$ cat src/rtl/memory.sv
// Single-port synchronous word memory with a registered read port.
// Every access (write, read, idle or reset) takes effect on the rising edge of clk.
// dout always comes straight from a flop. Writes, idle cycles and reset cycles load it with zero.
module memory #(
    parameter int unsigned DATA_WIDTH = 32,
    parameter int unsigned ADDR_WIDTH = 5
) (
    input  logic                  clk,
    input  logic                  rst,
    input  logic                  cen,
    input  logic                  wen,
    input  logic [ADDR_WIDTH-1:0] addr,
    input  logic [DATA_WIDTH-1:0] din,
    output logic [DATA_WIDTH-1:0] dout
);

    localparam int unsigned DEPTH = 2 ** ADDR_WIDTH;

    // Storage array, indexed 0..DEPTH-1.
    // addr is exactly ADDR_WIDTH bits wide, so no index can fall out of range.
    logic [DATA_WIDTH-1:0] mem_q [DEPTH];

    logic [DATA_WIDTH-1:0] dout_d;
    logic [DATA_WIDTH-1:0] dout_q;
    logic                  wr_en;
    logic                  rd_en;

    // Decode the access type and select the next read-data value.
    // addr and din are only looked at when cen is high,
    // so unknown values on those inputs during idle cycles are never used.
    always_comb begin
        wr_en  = 1'b0;
        rd_en  = 1'b0;
        dout_d = '0;
        if (cen) begin
            wr_en = wen;
            rd_en = ~wen;
        end
        if (rd_en) begin
            dout_d = mem_q[addr];
        end
    end

    // Storage update. Reset clears every word and takes priority over any write.
    always_ff @(posedge clk) begin
        if (rst) begin
            for (int i = 0; i < int'(DEPTH); i++) begin
                mem_q[i] <= '0;
            end
        end else if (wr_en) begin
            mem_q[addr] <= din;
        end
    end

    // Read-data register. It returns zero on reset, write and idle cycles.
    always_ff @(posedge clk) begin
        if (rst) begin
            dout_q <= '0;
        end else begin
            dout_q <= dout_d;
        end
    end

    assign dout = dout_q;

endmodule

$ cat config.mk
export PLATFORM = sky130hd
export DESIGN_NAME = memory
export DESIGN_NICKNAME = d
export VERILOG_FILES = /design/src/rtl/memory.sv
export SDC_FILE = /design/constraint.sdc
export NUM_CORES = 1
export LEC_CHECK = 0
export ABC_AREA = 1
export CAP_MARGIN = 5
export CORE_UTILIZATION = 55
export CTS_CLUSTER_DIAMETER = 120
export DETAILED_ROUTE_END_ITERATION = 7
export PLACE_DENSITY = 0.71
export SLEW_MARGIN = 5
export SYNTH_ARGS = -nofsm -noshare
export SYNTH_HDL_FRONTEND = slang
export SYNTH_SLANG_ARGS = --single-unit
$ cat constraint.sdc
create_clock -name clk -period 3 [get_ports clk]
set_input_delay 0.6 -clock clk [delete_from_list [all_inputs] [get_ports clk]]
set_output_delay 0.6 -clock clk [all_outputs]
set_load 0.005 [all_outputs]
# Word-level counts from Yosys, hierarchy flattened
# Memory sizes are Yosys's and may differ from the RTL's. A register that Yosys moved wholly into a read port is not among the register bits.
# Cells that the tools add are included.
# op_classes
n_bitwise	2
n_mux	10
reduce_logical	2
# op_table
cell	count
two-way mux 32 bit	1
OR reduction 32 bit	1
two-way mux 1 bit	8
two-way mux 5 bit	1
NOT 1 bit	2
OR reduction 2 bit	1
# totals
out_inout_bits	32
reg_bits	0
word_cells	15
inputBits	41
memories	1
mem_bits_rw	1024
# mem_list
name	words	word_bits	rd	rd_clocked_by_memory_dff	wr	line_no	text
mem_q	32	32	1	1	32	21	logic [DATA_WIDTH-1:0] mem_q [DEPTH];

# Depth between registers and ports, before layout
# depth
word_depth	6
depth_mapped	11
ltp_nobuf	9

# Worst setup path after synthesis
# No wires, ideal clock.
# synth_timing
path_type	input -> register
from	input rst
to	memory mem_q[20][0] (enable)
required_time_ps	2611
arrival_ps	2353
n_path_buf	1
setup_time_ps	389
stages	6
path_slack_ps	258
cell_sequence	inv_2 nand3_1 nor3_4 nand2_1 clkbuf_1 nand2_1
# synth_rtl
item	line_no	text
from (decl)	9	input logic rst,
to (decl)	21	

==> impl_results.md <==
* Vias per cell at between 5 and 6
* Cell taking the most area after synthesis: edfxtp_1
* Root buf cell: clkbuf_16
* Routed vias at ~36000
* Fillers at 7035
* Worst-margin pin slew at about 0.76 ns
* Top cells by area, synth: edfxtp_1 (64%), nand2_1 (20%), nor2_1 (8.5%)
* Mapped cell area at roughly 48000 µm²
* YS warnings at 0
* Hold Violations, Final at 0
* Number of remaining DRC errors at 0
* Critical Path RT at roughly 3.6 ns
* Worst vdd ir at ~530 µV
* Hold Slack at 0.625 ns
* Clk sinks at 1056
* Largest net degree at the start of global routing at between 100 and 150
* Critical path endpoint category: flop
* Resized cells post-CTS at 0
* Final WL at 142000 µm
* Gr ovfl total at 0
* Status: completed
* CORE AREA at ~86000 µm²
* Initial DRC count at about 4500
* Post-synthesis sequential element count at 1056
* Post-synth EDFFs at a little over 1000
* Count leader, synth: nand2_1
* Synthesis-to-finish area growth at 12.6%
* Starting density of the core at 55.8%
* Clk buf depth at 3
* Synth top cells by count: nand2_1 (2592), nor2_1 (1088), edfxtp_1 (1024)
* DP HPWL at approximately 84000 µm
* # nets final at around 5300
* Area of the multi-input gates at around 15000 µm²
* Global Route Usage Sum at approximately 32%
* Clock transition at path regs at about 0.060 ns
* GPL Wtd Cong at roughly 0.92
* Routed Antenna Nets at 0
* Endpoints failing setup at 0
* Post-CTS Setup Bufs at 0
* Crit start category: input port
* Drt first pass iters at 6
* Fraction of registers with async set or reset after synthesis at 0%
* Yosys top cell area share at ~64%
* Worst Clk Skew at between 0.03 and 0.04 ns
* Port Buf Inserts at 72
* Fin. max-slew vios at 0
* Die area at 88100 µm²
* RSZ-0062 raised after global routing: false
* Seq/Total Area, Yosys at between 60 and 70%
* CTS buffer count at between 100 and 150
* Leak Pwr at ~0.023 µW
* Final worst path period share at between 70% and 80%
* Rel. slew slack at slightly below 50%
* DIE WIDTH at about 300 µm
* Ys flop type: edfxtp_1
* Chip height at 297 µm
* FF+latch area at 31400 µm²
* CP Class: input port to flop
* Share of post-route cells with drive strength above 1 at approximately 6.3%
* TNS Setup at 0 ns
* Antenna violations before repair at 1
* Vias in the first global route at 33800
* Placed cells at around 6300
* Mapped Cells at 5314
* Hold Buf Count CTS at 0
* Layout Cells excl Fill at 6507
* Std cell rows at ~110
* I/O pin cnt at between 70 and 80
* Worst Path Arrival at roughly 3.0 ns
* Hold WC Path Type: input port to flop
* PD cells at 616 nW/µm²
* TritonCTS clock tree: done
* Synth unique cells at 15
* Max-Cap Viols at 0
* CP Max Fanout at 21
* First-pass GRT wire length at between 200000 and 250000 µm
* Clk_lat worst skew at between 0.7 and 0.8 ns
* Post-Syn Nets at approximately 5400
* Routed len/inst at around 22 µm
* Tmin final at 2.38 ns
* H-tree depth at 3
* Peak Freq at 420 MHz
* Mapped Avg Cell Area at between 8 and 9 µm²
logic make-up (layout without fill, tap and decap cells):
kind of cell	after synthesis	after routing	share of synthesized area, %
buffers and inverters	436	484	3.80
and+or+nand+nor	3790	3790	30.2
other	0	1	0
DFF	1056	1056	65.6
AOI/OAI and AO/OA	32	32	0.335
sequential cells by signal, summed over array words and instances (netlist names):
name   cells
dout      32
mem_q   1024
cells in the final DEF, fill, tap and decap left out, types with 17 or more instances in the layout:
cell type        count
nand2_1           2592
nor2_1            1088
inv_1               35
edfxtp_1          1024
clkbuf_1            30
buf_12              57
clkdlybuf4s50_1     70
nand3_1             97
clkinv_2            17
buf_4              118
dfxtp_1             32
a21oi_1             32
clkbuf_16          110
clkinv_1            25
path summary, 6_finish.rpt:
check	from	to	slack (ns)	cells past startpoint
max	addr[4]	dout[13]$_SDFF_PP0_	0.62	8
min	addr[1]	dout[1]$_SDFF_PP0_	0.62	7
max reg2reg	mem_q[10][13]$_SDFFCE_PN0P_	dout[13]$_SDFF_PP0_	1.48	8
min reg2reg	mem_q[31][14]$_SDFFCE_PN0P_	dout[14]$_SDFF_PP0_	0.78	6
routing by layer:
layer | routed length [µm] | up-vias | global-route usage, %
met5 | 0 | - | 0
met4 | 4110 | 0 | 10.3
met3 | 16000 | 207 | 5.65
met2 | 65200 | 1983 | 49.5
met1 | 56700 | 17200 | 46.4
li1 | - | 16700 | -
cell type report:
type	instances	area share [%]
Sequential cell	1056	58.3
Antenna cell	1	0.00465
Inverter	38	0.293
Clock buffer	140	5.32
Multi-Input combinational cell	3822	27.2
Tap cell	1144	2.66
Timing Repair Buffer	247	5.12
Clock inverter	59	1.07
stage by stage:
step	util (%)	worst slack, ns	cell area, µm²	total power [µW]
2_1_floorplan	-	0.258	47800	19000
3_3_place_gp	58.8	0.00968	50400	20100
3_5_place_dp	58.8	0.0300	50400	20200
4_1_cts	62.8	0.655	53800	33200
5_1_grt	62.8	0.615	53800	34100
6_report	62.8	0.621	53800	33200
power breakdown:
| group | internal, µW | total (µW) | switching, µW |
|---|---|---|---|
| sequential | 16900 | 17100 | 208 |
| combinational | 749 | 2840 | 2090 |
| clock | 7500 | 13200 | 5720 |
| total | 25100 | 33200 | 8020 |
worst max-delay path: stages:
cell             delay (ns)
clkdlybuf4s50_1        0.58
buf_4                  0.27
nor3_4                 0.43
buf_4                  0.42
nand2_1                0.09
nand2_1                0.22
nor2_1                 0.18
a21oi_1                0.20
Note: power is estimated with default switching activity, not from simulation.
